File: src/rtl/multicycle_cu.sv
// multicycle_cu: multi-cycle control sequencer for the add/sub/addi/beq/bne
// RV32I subset. Fetches one instruction per handshake into an internal
// instruction register, then steps the datapath through decode, execute and
// write-back or branch. Illegal encodings park the core in TRAP until reset.
// Optional feature macro: CU_PERF_COUNTERS_EN enables the cycle and
// retired-instruction counters; without it both counter ports read 0.
module multicycle_cu #(
  parameter int ADDRESS_WIDTH = 32,
  parameter int CNT_WIDTH     = 32
) (
  input  logic                     clk,
  input  logic                     rst,
  input  logic                     imem_ack,
  input  logic [ADDRESS_WIDTH-1:0] instr,
  input  logic                     EQ,
  output logic                     imem_req,
  output logic [ADDRESS_WIDTH-1:0] instr_q,
  output logic                     PCWrite,
  output logic                     PCsrc,
  output logic                     RegWrite,
  output logic [2:0]               ALUctrl,
  output logic                     ALUsrc,
  output logic                     ImmSrc,
  output logic                     trap,
  output logic [CNT_WIDTH-1:0]     instret_cnt,
  output logic [CNT_WIDTH-1:0]     cycle_cnt
);

  typedef enum logic [2:0] {
    FETCH     = 3'd0,
    DECODE    = 3'd1,
    EXECUTE   = 3'd2,
    WRITEBACK = 3'd3,
    BRANCH    = 3'd4,
    TRAP      = 3'd5
  } cuState_e;

  cuState_e                 state_q, state_d;
  logic [ADDRESS_WIDTH-1:0] instrReg_q, instrReg_d;

  logic [6:0] opcode;
  logic [2:0] funct3;
  logic [6:0] funct7;
  logic       isAdd, isSub, isAddi, isBeq, isBne;

  assign opcode = instrReg_q[6:0];
  assign funct3 = instrReg_q[14:12];
  assign funct7 = instrReg_q[31:25];

  assign isAdd  = (opcode == 7'b0110011) && (funct3 == 3'b000) && (funct7 == 7'b0000000);
  assign isSub  = (opcode == 7'b0110011) && (funct3 == 3'b000) && (funct7 == 7'b0100000);
  assign isAddi = (opcode == 7'b0010011) && (funct3 == 3'b000);
  assign isBeq  = (opcode == 7'b1100011) && (funct3 == 3'b000);
  assign isBne  = (opcode == 7'b1100011) && (funct3 == 3'b001);

  // State and instruction register; reset discards any in-flight instruction
  always_ff @(posedge clk) begin
    if (rst) begin
      state_q    <= FETCH;
      instrReg_q <= '0;
    end else begin
      state_q    <= state_d;
      instrReg_q <= instrReg_d;
    end
  end

  // Next-state sequencing; the instruction is captured only on a FETCH handshake
  always_comb begin
    state_d    = state_q;
    instrReg_d = instrReg_q;
    case (state_q)
      FETCH: begin
        if (imem_ack) begin
          instrReg_d = instr;
          state_d    = DECODE;
        end
      end
      DECODE: begin
        if (isAdd || isSub || isAddi) begin
          state_d = EXECUTE;
        end else if (isBeq || isBne) begin
          state_d = BRANCH;
        end else begin
          state_d = TRAP;
        end
      end
      EXECUTE:   state_d = WRITEBACK;
      WRITEBACK: state_d = FETCH;
      BRANCH:    state_d = FETCH;
      TRAP:      state_d = TRAP;
      default:   state_d = TRAP;
    endcase
  end

  // Control outputs decoded from state and latched instruction; all quiet during reset
  always_comb begin
    imem_req = 1'b0;
    PCWrite  = 1'b0;
    PCsrc    = 1'b0;
    RegWrite = 1'b0;
    ALUctrl  = 3'b000;
    ALUsrc   = 1'b0;
    ImmSrc   = 1'b0;
    trap     = 1'b0;
    if (!rst) begin
      case (state_q)
        FETCH: imem_req = 1'b1;
        EXECUTE: begin
          ALUsrc  = isAddi;
          ImmSrc  = isAddi;
          ALUctrl = isSub ? 3'b001 : 3'b000;
        end
        WRITEBACK: begin
          ALUsrc   = isAddi;
          ImmSrc   = isAddi;
          ALUctrl  = isSub ? 3'b001 : 3'b000;
          RegWrite = 1'b1;
          PCWrite  = 1'b1;
        end
        BRANCH: begin
          ALUctrl = 3'b001;
          PCWrite = 1'b1;
          PCsrc   = isBne ? ~EQ : EQ;
        end
        TRAP:    trap = 1'b1;
        default: ;
      endcase
    end
  end

  assign instr_q = rst ? '0 : instrReg_q;

`ifdef CU_PERF_COUNTERS_EN
  logic [CNT_WIDTH-1:0] cycleCnt_q, cycleCnt_d;
  logic [CNT_WIDTH-1:0] instretCnt_q, instretCnt_d;

  // Next counter values: cycles always advance, retirements on WRITEBACK/BRANCH
  always_comb begin
    cycleCnt_d   = cycleCnt_q + 1'b1;
    instretCnt_d = instretCnt_q;
    if ((state_q == WRITEBACK) || (state_q == BRANCH)) begin
      instretCnt_d = instretCnt_q + 1'b1;
    end
  end

  // Performance counter registers, wrapping naturally at full width
  always_ff @(posedge clk) begin
    if (rst) begin
      cycleCnt_q   <= '0;
      instretCnt_q <= '0;
    end else begin
      cycleCnt_q   <= cycleCnt_d;
      instretCnt_q <= instretCnt_d;
    end
  end

  assign cycle_cnt   = rst ? '0 : cycleCnt_q;
  assign instret_cnt = rst ? '0 : instretCnt_q;
`else
  assign cycle_cnt   = '0;
  assign instret_cnt = '0;
`endif

endmodule

File: config.mk
export PLATFORM = sky130hd
export DESIGN_NAME = multicycle_cu
export DESIGN_NICKNAME = d
export VERILOG_FILES = /design/src/rtl/multicycle_cu.sv
export SDC_FILE = /design/constraint.sdc
export NUM_CORES = 1
export LEC_CHECK = 0
export CAP_MARGIN = 10
export CORE_MARGIN = 8
export CORE_UTILIZATION = 39
export CTS_CLUSTER_DIAMETER = 100
export DETAILED_ROUTE_END_ITERATION = 16
export PLACE_DENSITY = 0.93
export SKIP_LAST_GASP = 1
export SYNTH_ARGS = -nofsm -noshare
export SYNTH_HDL_FRONTEND = slang
export SYNTH_SLANG_ARGS = --single-unit
File: constraint.sdc
create_clock -name clk -period 3.57 [get_ports clk]
set_clock_uncertainty 0.15 [all_clocks]
set_input_delay 0.357 -clock clk [delete_from_list [all_inputs] [get_ports clk]]
set_output_delay 0.357 -clock clk [all_outputs]
set_load 0.005 [all_outputs]
### Yosys cells after proc, flatten, opt, wreduce, memory -nomap -nowiden

Index checks and enable logic that the tools add are counted.

* register bits after elaboration: 35
* output and inout port bits: 106
* bits of input ports: 36

* bitwise logic cells: 1
* equality and inequality tests: 11
* reduce and logical (&&, ||, !) cells: 15
* multiplexer cells: 21

Operators with widths (count)
* $mux W32: 1
* $mux W1: 16
* $eq A7 B6 Y1 const B: 2
* $pmux W3 S4: 1
* $eq A7 B5 Y1 const B: 1
* $eq A7 B7 Y1 const B: 1
* $logic_not A7 Y1: 1
* $eq A3 B1 Y1 const B: 2
* $eq A3 B2 Y1 const B: 2
* $eq A3 B3 Y1 const B: 2
* $logic_and A1 B1 Y1: 6
* $logic_not A3 Y1: 2
* $mux W3: 2
* $reduce_or A2 Y1: 2
* $logic_or A1 B1 Y1: 3
* $ne A2 B2 Y1 const B: 1
* $pmux W1 S2: 1
* $reduce_and A2 Y1: 1
* $not A1 Y1: 1

### Longest topological paths before layout

Gate-level depths: netlist (run 1).

* word-level depth: 7
* depth in mapped cells: 5

### Worst setup path after synthesis (run 1)

OpenSTA, ideal clock, no wires.

* path type: reg-to-output
* from: register instrReg_q[2]
* to: output ImmSrc
* arrival time: 1.259 ns
* slack: 1.804 ns
* required time: 3.063 ns
* cell stages (with the launch flop): 5
* path through: dfxtp_1 > nor4_4 > nand4_2 > nor3_1 > buf_4

* longest elaborated chain between the ends: 4

RTL lines
* start: declaration: line 39 `logic [ADDRESS_WIDTH-1:0] instrReg_q, instrReg_d;`
* start signal: assignment: line 63 `instrReg_q <= instrReg_d;`
* $eq A7 B5 Y1: line 52 `assign isAddi = (opcode == 7'b0010011) && (funct3 == 3'b000);`
* $logic_and A1 B1 Y1: line 52
* $mux W1 (2 in series)
* end: declaration: line 23 `output logic ImmSrc,`

No other way between the ends.

### Worst setup path after layout (run 1)

* from: register instrReg_q[2]
* to: output ALUctrl[0]

* longest elaborated chain between the ends: 6

RTL lines
* $eq A7 B6 Y1: line 51 `assign isSub = (opcode == 7'b0110011) && (funct3 == 3'b000) && (funct7 == 7'b0100000);`
* $logic_and A1 B1 Y1 (2 in series): line 51
* $mux W1: line 111, 116
* $pmux W1 S2: line 106 `case (state_q)`
* $mux W1: line 105 `if (!rst) begin`
* end: declaration: line 21 `output logic [2:0] ALUctrl,`

No other way between the ends.

==> results.yml, run 1 <==
critical_path:
  required_ps: 3060
  worstPathMaxFanout: 5
  rr_endpoint: "instrReg_q[21]"
  crit_path_top_delay_cell: "clkdlybuf4s50_1"
  r2r_slack_ps: 1770
  worst_ep_arrival_time_ps: 2050
  critPathKind: "reg -> out"
  rr_startpoint: "state_q[2]"
  path_cells: "nor4_4 > nand4_2 > o31ai_1 > clkdlybuf4s50_1"
  startpoint_type: "flip-flop"
  endpoint_kind: "output pin"
  cpPeakStageDelay_ps: 540
  rr_worst_depth: 5
grt:
  grt_pass1_wl_mm: 9.02
  grt_max_degree: 37
  antenna_found_initial: 0
  grtUsageTotal: 0.132
  grt-ovfl-total: 0
  first_global_vias: 1899
routing:
  via_per_inst: 4.30
  routed_wl_mm: 5.43
  postRouteAntennaNets: 0
  dr.pass1.iters: 4
  dr_wl_met3_um: 669
  wl_per_cell_um: 12.8
  top_layer: "met4"
  dr_wl_met2_mm: 2.66
  vias: 1823
  detail_route.iter0.violations: 72
  wl_met1_mm: 2.04
  drc: 0
worst_hold_path:
  hold-path-endpoint: "instrReg_q[9]"
  whs_path_depth: 2
  hold_class: "reg -> reg"
  hp-start: "instrReg_q[9]"
final_layout:
  fin_nets: 387
  antenna_cells: 0
  layout-drive-gt1-share: 0.0426
  multi_input_area_mm2: 0.00111
  fill_cells: 526
  areaGrowthSynthToFinish_pct: 29.4
  seq_area_um2: 701
  design_area_mm2: 0.00276
timing:
  hold_slack_ps: 301
  fmax_mhz: 390
  fin_tns_setup_ps: 0
  timing.final.crit_share: 0.718
  min_period_ps: 2560
  worst_pin_slew_ps: 585
  setup_viol: 0
  maxSlewViolCount: 0
  grt_setup_unrepaired: "false"
  hold_viol: 0
  relSlewSlack: 0.609
die:
  floorplan.initialDensity: 0.394
  row_count: 27
  die_h_um: 89.9
  boundaryPins: 142
  dieArea_mm2: 0.00808
  die_w_um: 89.9
  design.core.area_mm2: 0.00541
synthesis:
  synth_top_area_cell: "dfxtp_1"
  ys_seq_area_frac: 0.329
  synthDominantCellAreaShare: 0.329
  yosysWarnings: 0
  syn_area_per_cell_um2: 7.53
  synth_area_mm2: 0.00213
  yosysUniqueCellTypes: 33
  ys_seq_elements: 35
  syn_inst: 283
  synth_area_leaders: "dfxtp_1 (33%), buf_4 (24%), nand2_1 (11%), nor2b_1 (9.7%), a21oi_1 (7.8%)"
clock_tree:
  cts_buffers: 5
  htreeDepth: 2
  clk_pin_slew_ps: 70
  cts_tree: "yes"
  insertion_delay_ps: 280
  post-cts-setup-buffer-count: 0
  ctsHoldBuffers: 0
  cts_max_path_buffers: 2
  cts_resized: 0
  clockRootBuffer: "clkbuf_8"
  cts.sinks: 35
run:
  maxCapViolCount: 0
outcome:
  outcome: "finished clean"
placement:
  numPortBuffers: 75
  gp_congestion: 0.732
  placed_area_mm2: 0.00267
  dp_hpwl_mm: 4.36
pwr:
  p_clk_frac: 0.308
  cell_internal_pwr_mw: 0.640
  leakagePower_nw: 1.10
  p_comb_frac: 0.201
  p_per_area_mw_per_mm2: 320
  seqPwrFrac: 0.490
  ir_worst_vdd_uv: 230
  switching_share: 0.275
  p_switching_mw: 0.242
[cell type report]
class,instances,share of cell area
tap,72,0.0327
clock inverter,2,0.00454
inverter,1,0.00136
clock buffer,6,0.0263
multi-input combinational,230,0.402
timing repair buffer,78,0.279
sequential,35,0.254
[logic make-up after synthesis]
group,count (synthesis),share of synthesized area
AOI/OAI and AO/OA,42,0.107
xor gates and xnor gates,1,0.00411
buffers and inverters,83,0.268
DFF,35,0.329
other,1,0.00176
and+or+nand+nor,121,0.291
[worst max-delay path, delay by kind of cell, from the launching register on]
family | cells | cell delay [ps]
AND/OR/NAND/NOR | 2 | 590
buffers and inverters | 1 | 540
flip-flops | 1 | 350
AO/OA/AOI/OAI | 1 | 300
[stage by stage]
| stage | instances | util | setup slack, ps | power, mW |
|---|---|---|---|---|
| floorplan | 348 | - | 1800 | 0.582 |
| global placement | 416 | 0.494 | 1090 | 0.613 |
| detailed placement | 416 | 0.494 | 1060 | 0.618 |
| CTS | 424 | 0.510 | 972 | 0.892 |
| global route | 424 | 0.510 | 845 | 0.937 |
| finish | 424 | 0.510 | 1010 | 0.883 |
[registers in the layout, indices dropped and copies added (netlist names)]
name and flops:
instrReg_q 32, state_q 3
[cells in the final DEF (no fill, tap or decap), types with 3 or more instances in the layout]
master,netlist,final
nor2_1,5,5
clkbuf_8,0,5
clkdlybuf4s50_1,0,74
nand2_1,65,65
buf_4,67,3
conb_1,1,66
dfxtp_1,35,35
a21oi_1,33,33
nor2b_1,33,33
[cells in the mapped netlist]
library cell and count:
a211oi_1 1, a21boi_1 1, a21o_1 1, a21oi_1 33, a31oi_1 2, and2_1 1, and3_1 2, and3b_1 1
buf_2 6, buf_4 67, clkbuf_1 9, conb_1 1, dfxtp_1 35, inv_1 1, nand2_1 65, nand2b_1 1
nand3_1 2, nand3b_1 1, nand4_1 1, nand4_2 1, nor2_1 5, nor2b_1 33, nor3_1 2, nor3_2 1
nor4_1 1, nor4_4 1, nor4b_1 2, nor4b_2 1, o21a_1 1, o21ai_0 1, o21bai_1 1, o31ai_1 1
xor2_1 1
[worst max-delay path by stage]
stage                        from  cells after the start  slack (ps)         end
detailed placement            rst                      5        1060  ALUctrl[0]
global route        instrReg_q[2]                      4         850      ALUsrc
CTS                 instrReg_q[2]                      4         970  ALUctrl[0]
floorplan           instrReg_q[2]                      4        1800      ImmSrc
finish              instrReg_q[2]                      4        1010  ALUctrl[0]
global placement              rst                      5        1090  ALUctrl[0]
[power by group through the flow]
| stage | logic, mW | registers [mW] | clock network (mW) |
|---|---|---|---|
| 6_report | 0.178 | 0.433 | 0.272 |
| 5_1_grt | 0.199 | 0.437 | 0.301 |
| 4_1_cts | 0.177 | 0.433 | 0.282 |
| 3_5_place_dp | 0.176 | 0.442 | 0 |
| 3_3_place_gp | 0.173 | 0.440 | 0 |
| 2_1_floorplan | 0.147 | 0.435 | 0 |
[layer usage]
metal | vias to the layer above | GRT usage
met4 | 0 | 0.0374
met1 | 815 | 0.134
met3 | 7 | 0.0740
li1 | 911 | -
met2 | 90 | 0.227
met5 | - | 0
Power figures use the tool's default switching activity.
==> inputs of run 2 (changes only) <==
CORE_UTILIZATION = 33   (was 39)
PLACE_DENSITY = 0.84   (was 0.93)
clock period = 2.3 ns   (was 3.57 ns; I/O delays follow)
==> run 2 against run 1 <==
Power rose by 60%. Core utilization fell by 6.0 points. Die area rose by 15%. Hold slack got worse by 190 ps. Worst setup slack got worse by 880 ps. Non-clock buffer count rose by 6. Register-to-register slack got worse by 1100 ps. Clock-buffer cell count did not move. Flip-flop and latch count did not move. Critical path type unchanged. Largest power group unchanged.
==> results.yml, run 2 (synthesized netlist as in run 1, its figures left out) <==
clock_tree:
  clk_pin_slew_ps: 70
  cts_max_path_buffers: 2
  ctsHoldBuffers: 0
  clockRootBuffer: "clkbuf_8"
  insertion_delay_ps: 280
  cts_tree: "yes"
  cts_buffers: 5
  htreeDepth: 2
  cts.sinks: 35
timing:
  hold_viol: 0
  hold_slack_ps: 107
  timing.final.crit_share: 0.943
  fmax_mhz: 461
  fin_ws_ps: 130
  setup_viol: 0
  fin_tns_setup_ps: 0
  min_period_ps: 2170
  maxSlewViolCount: 0
die:
  row_count: 29
  dieArea_mm2: 0.00928
  boundaryPins: 142
  floorplan.initialDensity: 0.337
  design.core.area_mm2: 0.00631
  die_w_um: 96.4
  die_h_um: 96.4
worst_hold_path:
  hold_class: "in -> reg"
  hold-path-endpoint: "state_q[1]"
  hp-start: "rst"
  whs_path_depth: 3
critical_path:
  cpPeakStageDelay_ps: 590
  worst_ep_arrival_time_ps: 1790
  worstPathMaxFanout: 11
  rr_worst_depth: 5
  required_ps: 1920
  rr_startpoint: "instrReg_q[2]"
  path_cells: "and3_1 > a21oi_1 > nor2_1 > clkdlybuf4s50_1"
  endpoint_kind: "output pin"
  startpoint_type: "flip-flop"
  rr_endpoint: "state_q[0]"
  r2r_slack_ps: 690
  path_delay_family: "flip-flops"
  crit_path_top_delay_cell: "dfxtp_1"
  crit_buf_inv: 1
  critPathKind: "reg -> out"
routing:
  vias: 1872
  wl_per_cell_um: 13.3
  via_per_inst: 4.31
  postRouteAntennaNets: 0
  dr.pass1.iters: 4
  dr_wl_met3_um: 806
  detail_route.iter0.violations: 47
  wl_met1_mm: 1.98
  routed_wl_mm: 5.78
  drc: 0
  top_layer: "met5"
  dr_wl_met2_mm: 2.90
final_layout:
  fin_nets: 393
  layout_commonest_cell: "clkdlybuf4s50_1"
  multi_input_area_mm2: 0.00114
  largest_register_ffs: 32
  fill_cells: 655
  layout-drive-gt1-share: 0.0700
  largest_register: "instrReg_q"
  seq_area_um2: 702
  areaGrowthSynthToFinish_pct: 33.4
  antenna_cells: 0
  reg_top3: "instrReg_q (32), state_q (3)"
  layout_common_cells: "clkdlybuf4s50_1 (70), conb_1 (66), nand2_1 (65)"
  instances_no_fill: 434
placement:
  gp_congestion: 0.780
  dpl.cell_count: 424
  numPortBuffers: 75
  dp_hpwl_mm: 4.61
  post-place-ws_ps: 176
pwr:
  leakagePower_nw: 1.19
  p_per_area_mw_per_mm2: 496
  cell_internal_pwr_mw: 1.03
  p_switching_mw: 0.384
  seqPwrFrac: 0.476
  switching_share: 0.272
  p_comb_frac: 0.206
  ir_worst_vdd_uv: 332
  p_clk_frac: 0.319
grt:
  grt_max_degree: 47
  grtUsageTotal: 0.120
  grt-ovfl-total: 0
  grt_pass1_wl_mm: 8.69
  antenna_found_initial: 1
  first_global_vias: 1813
outcome:
  outcome: "finished clean"
run:
  maxCapViolCount: 0
-- run 2: what timing repair did --
item / in CTS / in global routing
setup endpoints to repair: 4 / 3
buffers inserted: 0 / 3
gates resized for setup: 6 / 4
pin swaps: 4 / 2
-- run 2: area by class of cell --
type | count | share of cell area
Multi-Input combinational cell | 230 | 0.400
Timing Repair Buffer | 84 | 0.287
Sequential cell | 35 | 0.247
Tap cell | 77 | 0.0339
Clock buffer | 6 | 0.0290
Clock inverter | 1 | 0.00176
Inverter | 1 | 0.00132
-- run 2: per-layer routing --
layer	GRT usage	vias to the layer above
met2	0.205	94
met1	0.127	846
met3	0.0562	9
met4	0.0429	2
li1	-	921
met5	0	-
-- run 2: how the worst max path moves through the flow --
stage	from	end	slack, ps	cells past startpoint
6_report	state_q[1]	PCWrite	130	4
4_1_cts	instrReg_q[14]	ImmSrc	-50	4
5_1_grt	state_q[1]	PCWrite	-10	4
3_5_place_dp	instrReg_q[2]	ImmSrc	180	4
3_3_place_gp	instrReg_q[2]	ALUctrl[0]	190	4
2_1_floorplan	instrReg_q[2]	ImmSrc	660	4
-- run 2: tightest hold or removal path, cell delays in order --
cell and delay [ps]:
buf_2 100, nor2_1 60, o21a_1 100
-- run 2: stage by stage --
| step | total power [mW] | cell area (µm²) | util |
|---|---|---|---|
| 2_1_floorplan | 0.903 | 2370 | - |
| 3_3_place_gp | 0.958 | 2700 | 0.428 |
| 3_5_place_dp | 0.965 | 2700 | 0.428 |
| 4_1_cts | 1.41 | 2810 | 0.445 |
| 5_1_grt | 1.49 | 2840 | 0.450 |
| 6_report | 1.41 | 2840 | 0.450 |
-- run 2: power by group through the flow --
stage | registers (mW) | logic, mW | clock network (mW)
after global placement | 0.680 | 0.278 | 0
after CTS | 0.670 | 0.284 | 0.460
after global routing | 0.676 | 0.324 | 0.492
after detailed placement | 0.683 | 0.281 | 0
after floorplan | 0.675 | 0.228 | 0
final | 0.670 | 0.290 | 0.449
